$ cat src/rtl/timer_ctrl.sv
// Countdown timer with a clock prescaler, pause/resume, auto-reload and a DONE handshake.
// Every output comes straight from a flop.
module timer_ctrl #(
    parameter int unsigned TIMER_WIDTH = 16,
    parameter int unsigned CLK_FREQ    = 100_000_000
) (
    input  logic                   clk,
    input  logic                   rst,
    input  logic                   i_start,
    input  logic [TIMER_WIDTH-1:0] i_load_value,
    input  logic                   i_auto_reload,
    input  logic                   i_pause,
    input  logic                   i_resume,
    input  logic                   i_abort,
    input  logic                   i_ack,
    output logic [TIMER_WIDTH-1:0] o_remaining,
    output logic [TIMER_WIDTH-1:0] o_elapsed,
    output logic [1:0]             o_state,
    output logic                   o_busy,
    output logic                   o_paused,
    output logic                   o_expired
);

    localparam int unsigned PRESC_W = (CLK_FREQ > 1) ? $clog2(CLK_FREQ) : 1;
    localparam logic [PRESC_W-1:0] PRESC_MAX = PRESC_W'(CLK_FREQ - 1);
    localparam logic [TIMER_WIDTH-1:0] CNT_ONE = TIMER_WIDTH'(1);
    localparam logic [TIMER_WIDTH-1:0] CNT_MAX = {TIMER_WIDTH{1'b1}};

    typedef enum logic [1:0] {
        StIdle  = 2'd0,
        StRun   = 2'd1,
        StPause = 2'd2,
        StDone  = 2'd3
    } state_e;

    state_e                 state_q, state_d;
    logic [PRESC_W-1:0]     presc_q, presc_d;
    logic [TIMER_WIDTH-1:0] remaining_q, remaining_d;
    logic [TIMER_WIDTH-1:0] elapsed_q, elapsed_d;
    logic [TIMER_WIDTH-1:0] reload_q, reload_d;
    logic                   auto_q, auto_d;
    logic                   expired_q, expired_d;
    logic                   busy_q, busy_d;
    logic                   paused_q, paused_d;
    logic                   tick;

    assign tick = (state_q == StRun) && (presc_q == PRESC_MAX);

    always_comb begin
        state_d     = state_q;
        presc_d     = presc_q;
        remaining_d = remaining_q;
        elapsed_d   = elapsed_q;
        reload_d    = reload_q;
        auto_d      = auto_q;
        expired_d   = 1'b0;

        if (i_abort) begin
            state_d     = StIdle;
            presc_d     = '0;
            remaining_d = '0;
            elapsed_d   = '0;
        end else if (i_start) begin
            presc_d   = '0;
            elapsed_d = '0;
            if (i_load_value != '0) begin
                state_d     = StRun;
                remaining_d = i_load_value;
                reload_d    = i_load_value;
                auto_d      = i_auto_reload;
            end else begin
                // Zero-length countdown expires immediately; auto-reload is not latched.
                state_d     = StDone;
                remaining_d = '0;
                expired_d   = 1'b1;
            end
        end else begin
            unique case (state_q)
                StRun: begin
                    if (tick) begin
                        presc_d   = '0;
                        elapsed_d = (elapsed_q == CNT_MAX) ? elapsed_q : elapsed_q + 1'b1;
                        if (remaining_q == CNT_ONE) begin
                            expired_d = 1'b1;
                            if (auto_q) begin
                                remaining_d = reload_q;
                            end else begin
                                remaining_d = '0;
                                state_d     = StDone;
                            end
                        end else begin
                            remaining_d = remaining_q - 1'b1;
                        end
                    end else begin
                        presc_d = presc_q + 1'b1;
                    end
                    // A coincident expiry into DONE takes precedence over the pause.
                    if (i_pause && (state_d == StRun)) begin
                        state_d = StPause;
                    end
                end
                StPause: begin
                    if (i_resume) begin
                        state_d = StRun;
                    end
                end
                StDone: begin
                    if (i_ack) begin
                        state_d = StIdle;
                    end
                end
                default: begin
                    state_d = state_q;
                end
            endcase
        end

        busy_d   = (state_d == StRun) || (state_d == StPause);
        paused_d = (state_d == StPause);
    end

    always_ff @(posedge clk) begin
        if (rst) begin
            state_q     <= StIdle;
            presc_q     <= '0;
            remaining_q <= '0;
            elapsed_q   <= '0;
            reload_q    <= '0;
            auto_q      <= 1'b0;
            expired_q   <= 1'b0;
            busy_q      <= 1'b0;
            paused_q    <= 1'b0;
        end else begin
            state_q     <= state_d;
            presc_q     <= presc_d;
            remaining_q <= remaining_d;
            elapsed_q   <= elapsed_d;
            reload_q    <= reload_d;
            auto_q      <= auto_d;
            expired_q   <= expired_d;
            busy_q      <= busy_d;
            paused_q    <= paused_d;
        end
    end

    assign o_state     = state_q;
    assign o_remaining = remaining_q;
    assign o_elapsed   = elapsed_q;
    assign o_busy      = busy_q;
    assign o_paused    = paused_q;
    assign o_expired   = expired_q;

endmodule

$ cat config.mk
export PLATFORM = sky130hd
export DESIGN_NAME = timer_ctrl
export DESIGN_NICKNAME = d
export VERILOG_FILES = /design/src/rtl/timer_ctrl.sv
export SDC_FILE = /design/constraint.sdc
export NUM_CORES = 1
export LEC_CHECK = 0
export ABC_AREA = 1
export CORE_UTILIZATION = 45
export CTS_CLUSTER_SIZE = 12
export DETAILED_ROUTE_END_ITERATION = 10
export DONT_BUFFER_PORTS = 1
export PLACE_DENSITY = 0.6
export SLEW_MARGIN = 10
export SYNTH_ARGS = -nofsm -noshare
export SYNTH_HDL_FRONTEND = slang
export SYNTH_SLANG_ARGS = --single-unit
export TNS_END_PERCENT = 20
$ cat constraint.sdc
create_clock -name clk -period 2.19 [get_ports clk]
set_input_delay 0.657 -clock clk [delete_from_list [all_inputs] [get_ports clk]]
set_output_delay 0.657 -clock clk [all_outputs]
set_load 0.03 [all_outputs]
After elaboration in Yosys (flattened, before gate mapping)
Index checks and enable logic that the tools add are counted.
{ "totals": {"register_bits": 81, "inputBits": 24, "output_inout_bits": 37, "elab_cells": 59} }
{ "classes": {"addsub": 3, "n_eq_ne": 9, "mux": 25, "n_bitwise": 2, "reduce_logical": 11} }
{ "ops": {"columns": ["operator", "n"], "rows": [
  ["$mux W16", 6],
  ["$add A27 B1 Y27 const B", 1],
  ["$eq A27 B27 Y1 const B", 1],
  ["$mux W27", 1],
  ["$mux W2", 12],
  ["$add A16 B1 Y16 const B", 1],
  ["$eq A16 B1 Y1 const B", 1],
  ["$eq A16 B16 Y1 const B", 1],
  ["$reduce_bool A16 Y1", 1],
  ["$sub A16 B1 Y16 const B", 1],
  ["$eq A2 B1 Y1 const B", 3],
  ["$eq A2 B2 Y1 const B", 3],
  ["$pmux W2 S3", 1],
  ["$reduce_and A3 Y1", 2],
  ["$mux W1", 5],
  ["$reduce_bool A2 Y1", 2],
  ["$reduce_or A3 Y1", 1],
  ["$logic_and A1 B1 Y1", 2],
  ["$not A1 Y1", 2],
  ["$reduce_and A2 Y1", 1],
  ["$reduce_or A2 Y1", 1],
  ["$logic_or A1 B1 Y1", 1]
]} }

Depth between registers and ports, before layout
{ "logic_depth": {"ltp_word": 14, "mapped_depth": 17, "ltp_nobuf": 17} }

Worst setup path before layout
No wires, ideal clock.
{ "synth_path": {"path_kind": "reg2reg", "from": "register state_q[0], in the netlist o_state[0]", "to": "register busy_q, in the netlist o_busy", "setup_ns": 0.066, "arrival_time_ns": 1.892, "setup_slack_ns": 0.231, "stages_incl_launch_ff": 15, "cell_sequence": "dfxtp_1 > inv_2 > nor2_4 > nand2_2 > nor2_2 > nand2_2 > nor2_8 > nand2_1 > nand3_1 > nand2_1 > nand2_1 > nand2_1 > a21oi_1 > ha_1 > nor2_1"} }
{ "synth_via": {"elab_chain_cells": 14} }
{ "synth_lines": {"columns": ["item", "line_no", "text"], "rows": [
  ["from (decl)", "36", "state_e state_q, state_d;"],
  ["from (signal assigned)", "124", "state_q <= StIdle;"],
  ["from (signal assigned)", "134", "state_q <= state_d;"],
  ["$mux W2 / $eq A2 B1 Y1 (equally long branches)", "85, 47, 78", null],
  ["$mux W2 / $logic_and A1 B1 Y1 (equally long branches)", "83, 47", null],
  ["$mux W2", "80", "if (tick) begin"],
  ["$mux W2", "78", "unique case (state_q)"],
  ["$mux W2", "63", "end else if (i_start) begin"],
  ["$mux W2", "58", "if (i_abort) begin"],
  ["$eq A2 B1 Y1", "98", "if (i_pause && (state_d == StRun)) begin"],
  ["$logic_and A1 B1 Y1", "98", null],
  ["$mux W2", "98", null],
  ["$pmux W2 S3 *", "78", null],
  ["$mux W2 *", "63", null],
  ["$mux W2 *", "58", null],
  ["net state_d[1]", "36", null],
  ["$eq A2 B1 Y1 / $eq A2 B2 Y1 (equally long branches)", "118", "busy_d = (state_d == StRun) || (state_d == StPause);"],
  ["$logic_or A1 B1 Y1 *", "118", null],
  ["to (signal assigned)", "141", "busy_q <= busy_d;"],
  ["to (decl)", "43", "logic busy_q, busy_d;"]
]} }
Mark *: on every way through the listed nets, which the timed path passes. The rest lies on a longest branch. The select of a mux whose other input is x is not followed.
A chain may end at the register's enable or synchronous reset.

Worst setup path after layout
{ "layout_path": {"from": "register presc_q[0]", "to": "register busy_q, in the netlist o_busy"} }
{ "layout_via": {"elab_chain_cells": 14} }
{ "layout_lines": {"columns": ["item", "line_no", "text"], "rows": [
  ["from (decl)", "37", "logic [PRESC_W-1:0] presc_q, presc_d;"],
  ["from (signal assigned)", "135", "presc_q <= presc_d;"],
  ["$eq A27 B27 Y1 *", "47", "assign tick = (state_q == StRun) && (presc_q == PRESC_MAX);"],
  ["$logic_and A1 B1 Y1 *", "47", null],
  ["$mux W2 *", "80", null],
  ["$mux W2 *", "78", null],
  ["$mux W2 *", "63", null],
  ["$mux W2 *", "58", null],
  ["$eq A2 B1 Y1", "98", null],
  ["$logic_and A1 B1 Y1", "98", null],
  ["$mux W2 *", "98", null],
  ["$pmux W2 S3 *", "78", null],
  ["$mux W2 *", "63", null],
  ["$mux W2 *", "58", null],
  ["net state_d[1]", "36", null],
  ["$eq A2 B1 Y1 / $eq A2 B2 Y1 (equally long branches)", "118", null],
  ["$logic_or A1 B1 Y1 *", "118", null]
]} }
Marked as above.

==> run_results.csv <==
group,metric,value,unit
place,hpwlAfterDp,9.470,mm
synth,yosys.area.top_type,"dfxtp_1",
routing,via_per_inst,5.240,
hold_path,min_from,"rst",
cells_and_area,area_delta_synth_final,14.63,%
timing,hold_viol,0,
clock_tree,clk_latency,0.37,ns
hold_path,hp-class,"input port to register",
cells_and_area,drive_gt1_share,16.67,%
critical_path,start_kind,"register",
timing,worst_slack,0.1642,ns
synth,synth_fp_nets,701,
clock_tree,clk_pin_slew,0.09,ns
critical_path,endpoint_kind,"register",
routing,ant_nets,0,
critical_path,arrival,2.33,ns
global_route,track_usage,24.23,%
cells_and_area,final_core_utilization,53.40,%
critical_path,r2r_start,"presc_q[0]",
timing,setup-tns-final,0,ns
clock_tree,htree_levels,3,
synth,synth_top_family_by_area,"simple AND/OR/NAND/NOR gates",
clock_tree,cts_setup_buffers,0,
clock_tree,cts.sinks,81,
timing,rsz0062_at_grt,"false",
routing,avgRoutedWirePerCell,14.40,µm
place,gp_congestion,0.9371,
routing,route.detailed.drc,0,
floorplanning,dieArea,0.01057,mm²
critical_path,critPathLaunch,"presc_q[0]",
synth,syn_area_per_cell,6.807,µm²
cells_and_area,stdcell_area,0.005244,mm²
critical_path,rrSetupSlack,0.16,ns
timing,relSlewSlack,65.24,%
cells_and_area,final_cells,853,
floorplanning,die_h,102.8,µm
timing,final_max_slew_viol_count,0,
routing,wl,12.29,mm
clock_tree,ctsHoldBuffers,0,
timing,min_period,2.026,ns
outcome,outcome,"complete, no violations",
power,ir_worst_vdd,0.2881,mV
clock_tree,clock-root-buffer,"clkbuf_8",
clock_tree,cts-resized-gates,0,
cells_and_area,multi_input_area,0.002570,mm²
synth,ys_types,49,
cells_and_area,n_fill_cell,1043,
synth,ys_seq_area_share,35.45,%
global_route,overflow,0,
floorplanning,initial_utilization,46.59,%
synth,syn_inst,672,
synth,synthMuxAreaShare,0,%
power,p_leak,2.054,nW
clock_tree,cts_tree,"built",
synth,ys_ff_latch,81,
synth,synth_area,0.004574,mm²
synth,synth_area_leaders,"dfxtp_1, nand2_1, nor2_1, a21oi_1, inv_1",
timing,skew,0.01303,ns
floorplanning,coreArea,0.009819,mm²
global_route,grt_pass1_wl,19.51,mm
floorplanning,num_rows,36,
critical_path,critPathRequiredTime,2.50,ns
critical_path,crit_type,"register to register",
synth,synth_simple_gate_area_share,33.48,%
synth,yosys_warnings,0,
routing,drt_pass1_iterations,4,
timing,timing.final.crit_share,92.50,%
global_route,antenna_found_initial,0,
synth,synth_fa_ha_area_share,1.368,%
routing,drtIter0Drc,158,
synth,synth_xor_area_share,3.255,%
synth,yosys.area.top_type_share,35.45,%
floorplanning,pin_count,61,
routing,vias,4470,
critical_path,r2r_end,"o_busy",
cells_and_area,final_nets,744,
hold_path,hold_depth,1,
timing,finalSetupViolations,0,
global_route,grt_max_degree,23,
hold_path,hold_end,"reload_q[2]",
clock_tree,cts_buffers,9,
critical_path,reg2reg_depth,13,
place,io_buffers,0,
place,dp_cells,837,
timing,max_freq,0.4936,GHz
cells_and_area,diodes,0,
global_route,grt_pass1_vias,4221,
clock_tree,cts_buffer_depth,2,
critical_path,crit_fanout,4,
place,place_ws,0.1588,ns
run,drv_cap,0,
place,dpl_cell_area,0.005012,mm²
power,power.density,599.4,mW/mm²
floorplanning,die_w,102.8,µm
cells_and_area,regArea,0.001622,mm²
timing,tightest_slew,0.5190,ns
synth,synth_compound_area_share,17.81,%
==> worst max-delay path by stage <==
| stage | to | slack (ns) | depth (start not counted) |
|---|---|---|---|
| after floorplan | o_busy | 0.23 | 14 |
| after global placement | o_busy | 0.23 | 13 |
| after detailed placement | o_busy | 0.16 | 13 |
| after CTS | o_busy | 0.13 | 13 |
| after global routing | o_busy | 0.0008 | 16 |
| final | o_busy | 0.16 | 13 |
==> where the power goes <==
group / leakage (nW) / internal, mW / switching, mW
registers: 0.657 / 1.50 / 0.0213
clock network: 0.109 / 0.642 / 0.582
logic: 1.29 / 0.135 / 0.258
==> cells by family after synthesis <==
| group | after synthesis |
|---|---|
| and+or+nand+nor | 339 |
| AOI/OAI and AO/OA | 134 |
| buffers and inverters | 96 |
| DFF | 81 |
| xor gates and xnor gates | 17 |
| adders and majority gates | 5 |
==> synthesized netlist by cell type (all sizes together) <==
cell / instances
or2: 1
a211oi: 3
nor4: 4
xnor2: 5
xor2: 12
buf: 10
o211a: 1
o21a: 2
nor2: 97
and2: 1
o21ai: 48
a31oi: 4
o2111ai: 2
o211ai: 7
a21oi: 62
nor3b: 2
ha: 5
dfxtp: 81
o31ai: 1
inv: 81
nor3: 20
clkbuf: 5
nand3: 36
o22ai: 3
nand3b: 3
a21boi: 1
nand2: 165
nand4: 10
==> sequential cells by signal, summed over array words and instances (netlist names) <==
signal and count:
o_elapsed 16, o_paused 1, o_expired 1, o_remaining 16, auto_q 1, reload_q 16
presc_q 27, o_state 2, o_busy 1
==> layer usage <==
metal | global-route usage, % | share of wire (%) | vias to the layer above
li1 | - | - | 2290
met1 | 26.40 | 41 | 2046
met2 | 42.36 | 49 | 103
met3 | 7.322 | 5.4 | 31
met4 | 12.78 | 4.2 | 0
met5 | 0 | 0 | -
==> layout make-up <==
cell class	instances	share of cell area (%)
Clock buffer	9	2.362
Clock inverter	7	1.813
Inverter	81	5.989
Multi-Input combinational cell	495	49.01
Sequential cell	81	30.92
Tap cell	133	3.173
Timing Repair Buffer	47	6.729
==> stage by stage <==
step | power, mW | hold WS [ns]
3_5_place_dp | 1.948 | 0.4488
5_1_grt | 3.273 | 0.3239
4_1_cts | 3.175 | 0.3278
3_3_place_gp | 1.943 | 0.4456
6_report | 3.143 | 0.3479
2_1_floorplan | 1.847 | 0.4398
==> cells in the final DEF, fill, tap and decap left out, types with 3 or more instances in the layout <==
master / netlist / layout
inv_2: 11 / 11
nor2_1: 87 / 85
clkbuf_8: 0 / 9
nand3b_1: 3 / 3
nand3_1: 36 / 36
nand2_2: 7 / 8
nor2_2: 5 / 7
nor2_4: 3 / 3
nand2_1: 157 / 156
xor2_1: 12 / 12
buf_4: 1 / 47
nor3_1: 16 / 16
a21oi_1: 61 / 61
a31oi_1: 4 / 4
o211ai_2: 4 / 4
xnor2_1: 5 / 5
nand4_1: 10 / 10
ha_1: 5 / 3
nor4_1: 4 / 4
inv_1: 68 / 68
dfxtp_1: 81 / 81
o21ai_0: 27 / 27
o21ai_2: 6 / 6
o211ai_1: 3 / 3
o21ai_1: 14 / 14
==> critical path: stages, from the launching register on <==
cell	delay [ns]
dfxtp_1	0.39
ha_2	0.22
nand3_1	0.09
nor2_2	0.17
nand2_2	0.12
nor2_8	0.16
nand2_1	0.09
nand3_1	0.07
nand2_1	0.05
nand2_1	0.06
nand2_1	0.06
a21oi_1	0.14
ha_1	0.24
nor2_1	0.10
Note: power is estimated with default switching activity, not from simulation.
